<file path="config.mk">
export PLATFORM = sky130hd
export DESIGN_NAME = cnt_seq_ctrl
export DESIGN_NICKNAME = d
export VERILOG_FILES = /design/src/rtl/cnt_seq_pkg.sv /design/src/rtl/updown_cnt4.sv /design/src/rtl/cnt_seq_ctrl.sv
export SDC_FILE = /design/constraint.sdc
export NUM_CORES = 1
export LEC_CHECK = 0
export BUFFER_PORTS_ARGS = -buffer_cell sky130_fd_sc_hd__buf_2
export CELL_PAD_IN_SITES_DETAIL_PLACEMENT = 1
export CELL_PAD_IN_SITES_GLOBAL_PLACEMENT = 2
export CORE_MARGIN = 5
export CORE_UTILIZATION = 35
export CTS_CLUSTER_DIAMETER = 150
export CTS_CLUSTER_SIZE = 28
export DETAILED_ROUTE_END_ITERATION = 16
export PLACE_DENSITY_LB_ADDON = 0.25
export SLEW_MARGIN = 20
export SYNTH_ARGS = -nofsm -noshare
export SYNTH_HDL_FRONTEND = slang
export SYNTH_HIERARCHICAL = 1
export SYNTH_SLANG_ARGS = --single-unit
</file>
<file path="constraint.sdc">
create_clock -name clk -period 5.1 [get_ports clk]
set_input_delay 1.02 -clock clk [delete_from_list [all_inputs] [get_ports clk]]
set_output_delay 1.02 -clock clk [all_outputs]
set_load 0.05 [all_outputs]
</file>
<file path="src/rtl/cnt_seq_pkg.sv">
// Shared encodings and defaults for the command-sequenced up/down counter.
package cnt_seq_pkg;

   localparam int unsigned CW_DEFAULT  = 4;
   localparam int unsigned WCW_DEFAULT = 8;

   typedef enum logic [1:0] {
      OP_LOAD  = 2'b00,
      OP_UP    = 2'b01,
      OP_DOWN  = 2'b10,
      OP_CLEAR = 2'b11
   } op_e;

   typedef enum logic [1:0] {
      ST_IDLE = 2'b00,
      ST_LOAD = 2'b01,
      ST_RUN  = 2'b10,
      ST_DONE = 2'b11
   } state_e;

   function automatic logic is_step_op(op_e op);
      return (op == OP_UP) || (op == OP_DOWN);
   endfunction

endpackage

</file>
<file path="src/rtl/updown_cnt4.sv">
// Up/down counter datapath: async clear, sync load, enable and direction.
module updown_cnt4
   import cnt_seq_pkg::*;
#(
   parameter int unsigned CW = CW_DEFAULT
) (
   input  logic          clk,
   input  logic          mr,
   input  logic          load,
   input  logic [CW-1:0] load_val,
   input  logic          en,
   input  logic          up_down,
   output logic [CW-1:0] q,
   output logic          wrap
);

   logic [CW-1:0] q_q;
   logic [CW-1:0] q_d;

   always_comb begin
      q_d = q_q;
      if (load) begin
         q_d = load_val;
      end else if (en) begin
         q_d = up_down ? (q_q + CW'(1)) : (q_q - CW'(1));
      end
   end

   always_ff @(posedge clk or posedge mr) begin
      if (mr) begin
         q_q <= '0;
      end else begin
         q_q <= q_d;
      end
   end

   // High when the coming edge rolls the count over in the selected direction.
   assign wrap = en && !load && (up_down ? (&q_q) : (~|q_q));
   assign q    = q_q;

endmodule

</file>
<file path="src/rtl/cnt_seq_ctrl.sv">
// Command sequencer around updown_cnt4: LOAD/CLEAR/UP/DOWN with abort,
// done pulse, registered wrap flag and saturating wrap-event counter.
module cnt_seq_ctrl
   import cnt_seq_pkg::*;
#(
   parameter int unsigned CW  = CW_DEFAULT,
   parameter int unsigned WCW = WCW_DEFAULT
) (
   input  logic           clk,
   input  logic           mr,
   input  logic           cmd_valid,
   output logic           cmd_ready,
   input  logic [1:0]     cmd_op,
   input  logic [CW-1:0]  cmd_val,
   input  logic           abort,
   output logic [CW-1:0]  q,
   output logic           co,
   output logic           busy,
   output logic           done,
   output logic [WCW-1:0] wrap_cnt
);

   // One extra bit so a zero step count can stand for 2^CW steps.
   localparam logic [CW:0] REM_FULL = {1'b1, {CW{1'b0}}};
   localparam logic [CW:0] REM_ONE  = (CW+1)'(1);

   state_e         state_q, state_d;
   op_e            op_q, op_d;
   logic [CW-1:0]  val_q, val_d;
   logic [CW:0]    rem_q, rem_d;
   logic           co_q, co_d;
   logic [WCW-1:0] wrap_cnt_q, wrap_cnt_d;

   logic           cnt_load;
   logic           cnt_en;
   logic           cnt_up;
   logic [CW-1:0]  cnt_load_val;
   logic           cnt_wrap;
   logic [CW-1:0]  cnt_q;

   updown_cnt4 #(
      .CW (CW)
   ) u_cnt (
      .clk      (clk),
      .mr       (mr),
      .load     (cnt_load),
      .load_val (cnt_load_val),
      .en       (cnt_en),
      .up_down  (cnt_up),
      .q        (cnt_q),
      .wrap     (cnt_wrap)
   );

   always_comb begin
      state_d      = state_q;
      op_d         = op_q;
      val_d        = val_q;
      rem_d        = rem_q;
      co_d         = 1'b0;
      wrap_cnt_d   = wrap_cnt_q;
      cnt_load     = 1'b0;
      cnt_en       = 1'b0;
      cnt_up       = (op_q == OP_UP);
      cnt_load_val = (op_q == OP_CLEAR) ? '0 : val_q;

      unique case (state_q)
         ST_IDLE: begin
            if (cmd_valid) begin
               op_d    = op_e'(cmd_op);
               val_d   = cmd_val;
               rem_d   = (cmd_val == '0) ? REM_FULL : {1'b0, cmd_val};
               state_d = is_step_op(op_e'(cmd_op)) ? ST_RUN : ST_LOAD;
            end
         end
         ST_LOAD: begin
            if (abort) begin
               state_d = ST_IDLE;
            end else begin
               cnt_load = 1'b1;
               state_d  = ST_DONE;
            end
         end
         ST_RUN: begin
            if (abort) begin
               state_d = ST_IDLE;
            end else begin
               cnt_en = 1'b1;
               co_d   = cnt_wrap;
               rem_d  = rem_q - REM_ONE;
               if (rem_q == REM_ONE) begin
                  state_d = ST_DONE;
               end
            end
         end
         ST_DONE: begin
            state_d = ST_IDLE;
         end
         default: begin
            state_d = ST_IDLE;
         end
      endcase

      if (co_d && (wrap_cnt_q != '1)) begin
         wrap_cnt_d = wrap_cnt_q + WCW'(1);
      end
   end

   always_ff @(posedge clk or posedge mr) begin
      if (mr) begin
         state_q    <= ST_IDLE;
         op_q       <= OP_LOAD;
         val_q      <= '0;
         rem_q      <= '0;
         co_q       <= 1'b0;
         wrap_cnt_q <= '0;
      end else begin
         state_q    <= state_d;
         op_q       <= op_d;
         val_q      <= val_d;
         rem_q      <= rem_d;
         co_q       <= co_d;
         wrap_cnt_q <= wrap_cnt_d;
      end
   end

   assign cmd_ready = (state_q == ST_IDLE);
   assign busy      = (state_q == ST_LOAD) || (state_q == ST_RUN);
   assign done      = (state_q == ST_DONE);
   assign q         = cnt_q;
   assign co        = co_q;
   assign wrap_cnt  = wrap_cnt_q;

endmodule

</file>
## Yosys cells after proc, flatten, opt, wreduce, memory -nomap -nowiden

Index checks and enable logic that the tools add are counted.

| storage, ports and cells | value |
|---|---|
| memory bits (writable) | 0 |
| latch bits | 0 |
| input port bits | 10 |
| flip-flop bits (word level) | 26 |
| memories | 0 |
| word-level logic and storage cells | 59 |
| memory bits (read-only) | 0 |

| cells by class | value |
|---|---|
| divide/modulo/power cells | 0 |
| bitwise operators | 0 |
| shifts and indexed selects | 0 |
| reduce and logical (&&, ||, !) cells | 16 |
| $add $sub $neg | 4 |
| eq/ne operators | 12 |
| magnitude comparators | 0 |
| mux-type cells | 20 |
| multiply operators | 0 |

Operators by type and width:

| kind | count |
|---|---|
| 4-bit two-way mux | 4 |
| 5-bit two-way mux | 3 |
| 2-bit two-way mux | 5 |
| 5-bit one-hot mux with 2 select lines | 1 |
| 8-bit by 1-bit adder with 8-bit output, second input constant | 1 |
| 2-bit == test, second input constant | 4 |
| 8-bit inequality test, second input constant | 1 |
| 2-bit one-hot mux with 4 select lines | 1 |
| 2-bit by 1-bit == test with 1-bit output, second input constant | 3 |
| 1-bit two-way mux | 6 |
| 5-bit by 1-bit == test with 1-bit output, second input constant | 1 |
| 5-bit by 1-bit subtractor with 5-bit output, second input constant | 1 |
| 4-bit by 1-bit adder with 4-bit output, second input constant | 1 |
| 4-bit zero test | 1 |
| 2-bit inequality test, second input constant | 2 |
| 2-bit AND reduction | 2 |
| 4-bit AND reduction | 1 |
| 2-bit nonzero test | 2 |
| 4-bit OR reduction | 1 |
| 4-bit by 1-bit subtractor with 4-bit output, second input constant | 1 |
| 1-bit logical AND | 3 |
| 3-bit inequality test, second input constant | 1 |
| 3-bit AND reduction | 1 |
| 1-bit zero test | 2 |
| 2 further kinds | 3 |

## Depth between registers and ports, before layout

Gate-level depths: netlist of the first run.

| depth | value |
|---|---|
| depth in word-level cells | 8 |
| gate-level depth with buffers | 11 |

## Modules after synthesis

The synthesis of the first run kept the hierarchy.

By module, submodules not included:

| module | seq. area each (µm²) | instances | cells an instance | area each (µm²) |
|---|---|---|---|---|
| cnt_seq_ctrl | 550.5 | 1 | 118 | 1221.2 |
| updown_cnt4 | 100.1 | 1 | 36 | 351.6 |

## Worst setup path before layout of the first run

OpenSTA, ideal clock, no wires.

| timing | value |
|---|---|
| path type | input-to-reg |
| start | input port abort |
| end | register wrap_cnt_q[5], in the netlist wrap_cnt[5] |
| slack | 2591 ps |
| stages on the path | 9 |
| arrival time | 2384 ps |
| data required time | 4975 ps |
| cells stage by stage | nand2b_1 > inv_2 > buf_4 > nor3b_2 > and3b_1 > buf_4 > and3_4 > nand4_1 > mux2_4 |

| between the ends | value |
|---|---|
| elaborated cells between the ends (all ways) | 9 |

RTL lines:

| element | RTL line | RTL |
|---|---|---|
| from (decl) | cnt_seq_ctrl.sv:15 | `input logic abort,` |
| 1-bit two-way mux | cnt_seq_ctrl.sv:84 | `if (abort) begin` |
| 1-bit two-way mux | cnt_seq_ctrl.sv:66 | `unique case (state_q)` |
| via cnt_en | cnt_seq_ctrl.sv:35 | `logic cnt_en;` |
| 1-bit logical AND (2 in a row) | updown_cnt4.sv:38 | `assign wrap = en && !load && (up_down ? (&q_q) : (~\|q_q));` |
| via cnt_wrap | cnt_seq_ctrl.sv:38 | `logic cnt_wrap;` |
| 1-bit two-way mux | cnt_seq_ctrl.sv:84 |  |
| 1-bit two-way mux | cnt_seq_ctrl.sv:66 |  |
| via co_d | cnt_seq_ctrl.sv:31 | `logic co_q, co_d;` |
| 1-bit logical AND | cnt_seq_ctrl.sv:103 | `if (co_d && (wrap_cnt_q != '1)) begin` |
| to (signal assigned) | cnt_seq_ctrl.sv:122 | `wrap_cnt_q <= wrap_cnt_d;` |
| to (decl) | cnt_seq_ctrl.sv:32 | `logic [WCW-1:0] wrap_cnt_q, wrap_cnt_d;` |

The timed path passes the listed nets, and every way through them passes these cells.
A chain may end at the register's enable or synchronous reset.

## Final worst setup path of the first run

| timing | value |
|---|---|
| start | input port abort |
| end | register wrap_cnt_q[5], in the netlist wrap_cnt[5] |

| between the ends | value |
|---|---|
| longest elaborated chain between the ends | 8 |
| elaborated cells between the ends (all ways) | 9 |

Ends and longest elaborated chain:

| element | RTL line | RTL |
|---|---|---|
| 1-bit two-way mux | cnt_seq_ctrl.sv:76 | `if (abort) begin` |
| 1-bit two-way mux | cnt_seq_ctrl.sv:66 |  |
| via cnt_load | cnt_seq_ctrl.sv:34 | `logic cnt_load;` |
| 1-bit zero test | updown_cnt4.sv:38 |  |
| 1-bit logical AND (2 in a row) | updown_cnt4.sv:38 |  |
| via cnt_wrap | cnt_seq_ctrl.sv:38 |  |
| 1-bit two-way mux | cnt_seq_ctrl.sv:84 |  |
| 1-bit two-way mux | cnt_seq_ctrl.sv:66 |  |
| 1-bit logical AND | cnt_seq_ctrl.sv:103 |  |

The timed path passes the listed nets, and every way through them passes these cells.

==> qor.yml, run 1 <==
route:
  firstDrtPassIters: 4
  postRouteAntennaNets: 0
  avgViaCountPerCell: 5.310
  vias: 1216
  drc: 0
  drtIter0Drc: 48
  totalWireLength_um: 3486
  wl_per_cell_um: 15.22
floorplan:
  num_rows: 24
  die_x_um: 77.04
  start_util_pct: 36.12
  dieArea_um2: 5934
  die_h_um: 77.04
  pin_count: 26
  core_area_um2: 4354
cts:
  clock_latency_ns: 0.28
  ctsHoldBuffers: 0
  htreeDepth: 1
  cts_buffer_depth: 2
  clk_pin_slew_ns: 0.10
  root_buffer: "clkbuf_8"
  cts_tree: "yes"
  cts_setup_buffers: 0
  postCtsResizedCells: 0
  clock_sinks: 26
  cts_buffers: 3
yosys:
  ys_warn_count: 6
  synthFlopType: "dfrtp_1"
  muxShareOfSynthArea_pct: 7.876
  syn_nets: 175
  synth-adder-area-share_pct: 9.228
  synth_xor_area_share_pct: 3.341
  postSynthAreaPerCell_um2: 10.21
  seq_area_frac_synth_pct: 41.37
  synth_compound_area_share_pct: 12.01
  ys_async_sr_fraction_pct: 100.0
  synthSimpleGateAreaFrac_pct: 21.88
  synth_seq_cells: 26
  syn_inst: 154
  synth_top_family_by_area: "simple AND/OR/NAND/NOR gates"
  synth.distinct_cells: 47
  synth_edf_count: 0
  synth_area_um2: 1573
timing:
  finClkSkew_ns: 0.01317
  fin_setup_tns_ns: 0
  finalHoldViolations: 0
  clock.fmax_mhz: 386.2
  setup_violations: 0
  period_needed_ns: 2.589
  tightestPinTransition_ns: 0.8995
  max_slew_margin_pct: 39.97
  post-route-period-util_pct: 50.77
  slew_violations: 0
  rsz0062_at_grt: "false"
grt:
  grt_usage_pct: 12.42
  grt_pass1_vias: 1271
  grt_pass1_wl_um: 6099
  grt_overflow: 0
  antenna_found_initial: 0
  grt_max_degree: 23
setup_path:
  crit_path_end_kind: "register"
  required_ns: 5.28
  crit_path_max_fanout: 13
  rr_worst_depth: 9
  cp_data_arrival_time_ns: 2.77
  worstSetupPathType: "input port to register"
  critPathLaunchType: "input port"
flow_run:
  max_cap_viol_count: 0
power_and_ir_drop:
  p_leak_nw: 0.8326
  power_density_nw_per_um2: 603.7
  p_total_mw: 1.087
  vdd_drop_max_v: 0.0003018
status:
  status: "complete, no violations"
final_layout:
  drive_above_1_share_pct: 22.60
  antenna_cells: 0
  final_common_cell: "dfrtp_1"
  layout_common_cells: "26 x dfrtp_1, 25 x buf_2, 14 x nand2_1"
  fin_nets: 199
  area_growth_pct: 14.48
  stdcell_area_um2: 1800
placement:
  placed_cell_area_um2: 1729
  finalWeightedCongestion: 0.7960
  dp_hpwl_um: 2700
  port_buffers: 25
min_path:
  worstHoldPathCells: 1
  hp-class: "register to register"
[worst max-delay path, cell delays in order]
cell	delay, ns
buf_2	0.12
nor2b_1	0.63
nor3b_2	0.11
and3b_1	0.26
and3_4	0.22
nand4_1	0.10
mux2_4	0.30
[stage by stage]
stage / hold slack (ns) / setup slack, ns / instances / utilization, %
2_1_floorplan: 0.4653 / 2.591 / 154 / -
3_3_place_gp: 0.4826 / 2.271 / 225 / 39.71
3_5_place_dp: 0.4891 / 2.195 / 225 / 39.71
4_1_cts: 0.5121 / 2.475 / 229 / 41.35
5_1_grt: 0.5323 / 2.279 / 229 / 41.35
6_report: 0.5039 / 2.511 / 229 / 41.35
[cell families (layout without fill, tap and decap cells)]
| kind of cell | count (synthesis) | after routing |
|---|---|---|
| flip-flops | 26 | 26 |
| adder cells (fa/ha/maj) | 11 | 11 |
| AO/OA/AOI/OAI | 30 | 30 |
| XOR/XNOR | 6 | 6 |
| multiplexers | 11 | 11 |
| buffers and inverters | 15 | 38 |
| AND/OR/NAND/NOR | 55 | 55 |
[layer usage]
metal / global-route usage [%] / routed length [µm]
met5: 0 / 0
met4: 3.093 / 21
met3: 2.693 / 114
met2: 20.37 / 1643
met1: 16.63 / 1706
[final timing paths]
path | start | slack (ns) | endpoint
setup / recovery | abort | 2.51 | wrap_cnt[5]
hold / removal | val_q[3] | 0.50 | val_q[3]
setup reg to reg | state_q[0] | 2.51 | wrap_cnt[5]
hold reg to reg | val_q[3] | 0.50 | val_q[3]
max in group asynchronous | mr | 3.61 | wrap_cnt[0]
min in group asynchronous | mr | 0.60 | u_cnt/q[3]
[flip-flops by register name (all words and copies together) (netlist names)]
| name | flops |
|---|---|
| u_cnt/q | 4 |
| val_q | 4 |
| op_q | 2 |
| rem_q | 5 |
| co | 1 |
| wrap_cnt | 8 |
| state_q | 2 |
[area by class of cell]
class | count | area, µm²
clock buffer | 3 | 41.29
clock inverter | 1 | 30.03
fill | 512 | 2554
inverter | 9 | 33.78
multi-input combinational | 113 | 854.6
sequential | 26 | 650.6
tap | 52 | 65.06
timing repair buffer | 25 | 125.1
[cells in the mapped netlist (3+ instances only)]
master,instances,share of area (%)
a21oi_1,8,2.5
a31oi_1,4,1.6
and2_1,4,1.6
buf_2,3,0.95
dfrtp_1,26,41
ha_1,10,8.0
inv_1,8,1.9
mux2_2,6,4.3
mux2i_1,3,1.9
nand2_1,14,3.3
nand2b_1,3,1.2
nand3_1,5,1.6
nor2b_1,5,2.0
nor3b_1,4,1.9
o21ai_0,6,1.9
o22a_1,3,1.7
xnor2_1,4,2.2
[report_power, final]
part / switching (mW) / internal [mW]
Combinational: 0.351 / 0.210
Sequential: 0.0704 / 0.279
Clock: 0.0711 / 0.105
No activity file was read; power rests on OpenSTA's default activity.
==> inputs of run 2 (changes only) <==
- ABC_AREA: default -> 1
- CORE_UTILIZATION: 35 -> 29
- clock period: 5.1 -> 2.09 ns (I/O delays scaled with it)
==> qor.yml, run 2 <==
yosys:
  synthDominantCellAreaShare_pct: 38.72  # -2.6 points
  seq_area_frac_synth_pct: 38.72  # -2.6 points
  synth_common_cells: "74 x nand2_1, 35 x inv_1, 26 x dfrtp_1"
  synthTopCellsByArea: "dfrtp_1 39%, nand2_1 17%, inv_1 7.8%"
  syn_nets: 246  # +41%
  synth.distinct_cells: 29  # -38%
  yosysMostFrequentCell: "nand2_1"
  synth_edf_count: 0  # unchanged
  ys_warn_count: 6  # unchanged
  synthFlopType: "dfrtp_1"
  synth_top_area_cell: "dfrtp_1"
  ys_async_sr_fraction_pct: 100.0  # unchanged
  syn_inst: 225  # +46%
  synth_area_um2: 1680  # +6.8%
  postSynthAreaPerCell_um2: 7.468  # -27%
  synth_seq_cells: 26  # unchanged
floorplan:
  num_rows: 27  # +13%
  die_x_um: 86.12  # +12%
  pin_count: 26  # unchanged
  dieArea_um2: 7417  # +25%
  core_area_um2: 5574  # +28%
  die_h_um: 86.12  # +12%
  start_util_pct: 30.15  # -6.0 points
final_layout:
  final_common_cell: "nand2_1"
  stdcell_area_um2: 1989  # +10%
  area_growth_pct: 18.39
  fin_nets: 278  # +40%
  final_core_util_pct: 35.69  # -5.7 points
  largest_reg_flops: 8  # unchanged
  drive_above_1_share_pct: 17.58  # -5.0 points
  layout_common_cells: "74 x nand2_1, 35 x inv_1, 26 x dfrtp_1"
  antenna_cells: 0  # unchanged
timing:
  finClkSkew_ns: 0.009392  # -0.003781 ns
  fin_setup_tns_ns: 0  # unchanged
  finalHoldViolations: 0  # unchanged
  setup_violations: 0  # unchanged
  clock.fmax_mhz: 542.1
  rsz0062_at_grt: "false"
  period_needed_ns: 1.845
  tightestPinTransition_ns: 0.3683  # -0.5312 ns
  max_slew_margin_pct: 75.39  # +35 points
  post-route-period-util_pct: 88.27
  slew_violations: 0  # unchanged
setup_path:
  crit_chain: "inv_1, ha_1, inv_2, nor2_8, inv_1, nor2_2, inv_1, a21oi_2, nand2_4, clkinv_4, nand2_4, xnor2_2"
  worstSetupPathType: "register to register"
  cpMostUsedCell: "inv_1"
  critPathLaunchType: "register"
  required_ns: 2.26  # -3.02 ns
  cp_data_arrival_time_ns: 2.02  # -0.75 ns
  crit_path_max_incr_delay_ns: 0.42  # -0.21 ns
  crit_path_end_kind: "register"
  crit_slowest_cell: "dfrtp_1"
  rr_worst_depth: 12  # +3
  timing.rr.start: "state_q[0]"
  r2r_slack_ns: 0.25  # -2.27 ns
  crit_path_max_fanout: 6  # -7
  worst_r2r_endpoint: "wrap_cnt[0]"
grt:
  grt_overflow: 0  # unchanged
  grt_pass1_wl_um: 6810  # +12%
  grt_max_degree: 23  # unchanged
  grt_pass1_vias: 1507  # +19%
  grt_usage_pct: 11.33  # -1.1 points
  antenna_found_initial: 0  # unchanged
power_and_ir_drop:
  p_total_mw: 2.850  # +160%
  vdd_drop_max_v: 0.0006687  # +120%
  power_density_nw_per_um2: 1433  # +140%
  p_leak_nw: 1.084  # +30%
cts:
  clock_sinks: 26  # unchanged
  cts_buffer_depth: 2  # unchanged
  cts_tree: "yes"
  cts_buffers: 3  # unchanged
  clock_latency_ns: 0.28  # about the same
  clk_pin_slew_ns: 0.11  # about the same
  htreeDepth: 1  # unchanged
  ctsHoldBuffers: 0  # unchanged
  root_buffer: "clkbuf_8"
route:
  drtIter0Drc: 42  # -13%
  vias: 1466  # +21%
  totalWireLength_um: 3988  # +14%
  avgViaCountPerCell: 4.470  # -16%
  wl_per_cell_um: 12.16  # -20%
  firstDrtPassIters: 4  # unchanged
  postRouteAntennaNets: 0  # unchanged
  drc: 0  # unchanged
placement:
  finalWeightedCongestion: 0.7405  # -7.0%
  port_buffers: 25  # unchanged
  placed_cell_area_um2: 1914  # +11%
  dp_hpwl_um: 3241  # +20%
min_path:
  hp-class: "input port to async pin"
flow_run:
  max_cap_viol_count: 0  # unchanged
status:
  status: "complete, no violations"
[run 2: cell count changes after synthesis, sizes merged, moves of 5 or more]
| cell | previous run | this run |
|---|---|---|
| nand2 | 14 | 76 |
| inv | 9 | 36 |
| nor2 | 2 | 17 |
| nand3 | 5 | 15 |
| mux2 | 8 | 0 |
| o21ai | 8 | 14 |
| buf | 5 | 0 |
| nor2b | 5 | 0 |
| nor3b | 5 | 0 |
[run 2: kinds of logic after synthesis]
| group | count (synthesis) | synth area share (%) |
|---|---|---|
| and+or+nand+nor | 118 | 31.57 |
| buffers and inverters | 38 | 8.786 |
| AOI/OAI and AO/OA | 28 | 9.754 |
| DFF | 26 | 38.72 |
| adders and majority gates | 11 | 8.637 |
| xor gates and xnor gates | 4 | 2.532 |
[run 2: layer usage]
| layer | global-route usage [%] | up-vias | wire, µm |
|---|---|---|---|
| met5 | 0 | - | 0 |
| met4 | 2.590 | 0 | 19 |
| met3 | 1.633 | 2 | 131 |
| met2 | 19.27 | 18 | 1850 |
| met1 | 15.11 | 679 | 1987 |
| li1 | - | 767 | - |
[run 2: worst max-delay path by stage]
stage / start / to / slack (ns) / cells past startpoint
after detailed placement: state_q[0] / wrap_cnt[3] / 0.14 / 11
final: state_q[0] / wrap_cnt[0] / 0.25 / 12
after global routing: state_q[0] / wrap_cnt[4] / 0.08 / 12
after floorplan: state_q[0] / wrap_cnt[0] / 0.20 / 12
after CTS: state_q[0] / wrap_cnt[3] / 0.13 / 11
after global placement: state_q[0] / wrap_cnt[3] / 0.21 / 11
[run 2: where the power goes]
group          internal [mW]  switching [mW]
logic                  0.493            1.04
registers              0.689           0.190
clock network          0.257           0.178
[run 2: layout make-up]
cell class,count,area [µm²]
fillers,721,3585
multi-input cells,161,885.9
flip-flops and latches,26,650.6
repair buffers,28,147.6
well taps,72,90.09
clock inverters,1,30.03
inverters,37,143.9
clock buffers,3,41.29
[run 2: worst max-delay path, delay by kind of cell, from the launching register on]
| family | cells | cell delay, ns |
|---|---|---|
| buffers and inverters | 5 | 0.44 |
| flip-flops | 1 | 0.42 |
| AND/OR/NAND/NOR | 4 | 0.41 |
| adder cells (fa/ha/maj) | 1 | 0.19 |
| AO/OA/AOI/OAI | 1 | 0.16 |
| XOR/XNOR | 1 | 0.13 |
[run 2: timing repair]
item,in CTS,in global routing
gates resized for setup,0,1
setup endpoints to repair,0,3
setup buffers,0,0
[run 2: metrics by stage]
| stage | hold slack [ns] | cells | setup slack [ns] |
|---|---|---|---|
| final | 0.01857 | 328 | 0.2452 |
| after global routing | 0.01581 | 328 | 0.07602 |
| after CTS | 0.01727 | 328 | 0.1254 |
| after detailed placement | 0.3215 | 324 | 0.1384 |
| after global placement | 0.3161 | 324 | 0.2074 |
| after floorplan | 0.1841 | 225 | 0.1985 |
==> inputs of run 3 (changes only) <==
- ABC_AREA: 1 -> 0
- CORE_UTILIZATION: 29 -> 32
==> qor.yml, run 3 (same netlist as run 1, synthesis figures left out) <==
setup_path:
  crit_path_max_fanout: 4  # -2
  crit_path_end_kind: "register"
  critPathLaunchType: "register"
  cp_data_arrival_time_ns: 2.11  # +0.09 ns
  required_ns: 2.26  # about the same
  worstSetupPathType: "register to register"
route:
  firstDrtPassIters: 3  # -1
  drc: 0  # unchanged
  postRouteAntennaNets: 0  # unchanged
  drtIter0Drc: 44  # +4.8%
  vias: 1254  # -14%
  wl_per_cell_um: 15.39  # +27%
  totalWireLength_um: 3910  # -2.0%
  avgViaCountPerCell: 4.937  # +10%
placement:
  post-place-cells: 249  # -23%
  placed_cell_area_um2: 1823  # -4.8%
  dpl_worst_slack_ns: 0.09343  # -0.04499 ns
  dp_hpwl_um: 3072  # -5.2%
  port_buffers: 25  # unchanged
  finalWeightedCongestion: 0.8122  # +9.7%
timing:
  finClkSkew_ns: 0.001668  # -0.007724 ns
  post-route-period-util_pct: 93.26  # +5.0 points
  setup_violations: 0  # unchanged
  fin_setup_tns_ns: 0  # unchanged
  period_needed_ns: 1.949  # +0.1043 ns
  max_slew_margin_pct: 74.32  # -1.1 points
  clock.fmax_mhz: 513.1  # -5.4%
  setup_slack_ns: 0.1410  # -0.1043 ns
  finalHoldViolations: 0  # unchanged
  tightestPinTransition_ns: 0.3799  # +0.01161 ns
  slew_violations: 0  # unchanged
flow_run:
  max_cap_viol_count: 0  # unchanged
cts:
  cts_buffer_depth: 2  # unchanged
  clk_pin_slew_ns: 0.09  # -0.02 ns
  htreeDepth: 1  # unchanged
  root_buffer: "clkbuf_8"
  cts_tree: "yes"
  ctsHoldBuffers: 0  # unchanged
  clock_sinks: 26  # unchanged
  cts_buffers: 3  # unchanged
  clock_latency_ns: 0.27  # about the same
grt:
  antenna_found_initial: 0  # unchanged
  grt_usage_pct: 13.48  # +2.2 points
  grt_pass1_vias: 1385  # -8.1%
  grt_max_degree: 23  # unchanged
  grt_overflow: 0  # unchanged
  grt_pass1_wl_um: 6858  # +0.70%
final_layout:
  final_core_util_pct: 39.95  # +4.3 points
  instances_no_fill: 254  # -23%
  drive_above_1_share_pct: 31.55  # +14 points
  final_common_cell: "buf_2"
  stdcell_area_um2: 1899  # -4.5%
  antenna_cells: 0  # unchanged
  area_growth_pct: 20.76
  layout_common_cells: "25 x buf_2, 22 x dfrtp_1, 14 x nand2_1"
  largest_reg_flops: 8  # unchanged
  fin_nets: 209  # -25%
power_and_ir_drop:
  vdd_drop_max_v: 0.0004212  # -37%
  p_leak_nw: 0.8692  # -20%
  power_density_nw_per_um2: 1429  # -0.27%
floorplan:
  core_area_um2: 4755  # -15%
  pin_count: 26  # unchanged
  die_h_um: 80.11  # -7.0%
  start_util_pct: 33.08  # +2.9 points
  dieArea_um2: 6417  # -13%
  num_rows: 25  # -7.4%
  die_x_um: 80.11  # -7.0%
status:
  status: "complete, no violations"
min_path:
  hp-class: "input port to async pin"
==> run 3: metrics by stage <==
step | power, mW | hold WS [ns]
detailed placement | 2.388 | 0.3295
global route | 2.952 | 0.02927
global placement | 2.301 | 0.3254
floorplan | 1.982 | 0.1841
finish | 2.714 | 0.02878
CTS | 2.735 | 0.02398
==> run 3: layout make-up <==
cell class	instances	area, µm²
Clock buffer	4	55.05
Fill cell	577	2855
Inverter	9	33.78
Multi-Input combinational cell	113	870.8
Sequential cell	26	655.6
Tap cell	67	83.83
Timing Repair Buffer	35	200.2
==> run 3: what timing repair did <==
item                                   4_1_cts  5_1_grt
buffers inserted                             0        1
setup endpoints to repair                    0        3
endpoints found under the hold margin        0        0
resized for setup                            0        3
==> run 3: final timing paths <==
check                                 from          end  slack [ns]  depth (start not counted)
worst min-delay path                    mr   u_cnt/q[1]        0.03                          2
worst min register to register    val_q[3]     val_q[3]        0.50                          1
worst max register to register  u_cnt/q[2]  wrap_cnt[5]        0.14                          7
min in group clk                cmd_val[0]     val_q[0]        0.40                          2
worst max-delay path            u_cnt/q[2]  wrap_cnt[5]        0.14                          7
max in group asynchronous               mr           co        1.67                          3
==> run 3: worst max-delay path, cell delays in order (launching register included) <==
cell     delay (ns)
dfrtp_2        0.44
nor4_2         0.28
mux2i_1        0.13
nor3b_2        0.16
and3b_2        0.21
and3_4         0.20
nand4_1        0.12
mux2_4         0.31
==> run 3: power breakdown <==
part | total [mW] | internal [mW] | switching [mW]
Combinational | 1.53 | 0.606 | 0.920
Sequential | 0.857 | 0.689 | 0.168
Clock | 0.331 | 0.169 | 0.162
Total | 2.71 | 1.46 | 1.25
==> run 3: per-layer routing <==
metal | wire length, µm | vias up | global-route usage, %
li1 | - | 617 | -
met1 | 1634 | 618 | 15.21
met2 | 2138 | 14 | 26.24
met3 | 93 | 5 | 1.682
met4 | 43 | 0 | 3.547
met5 | 0 | - | 0
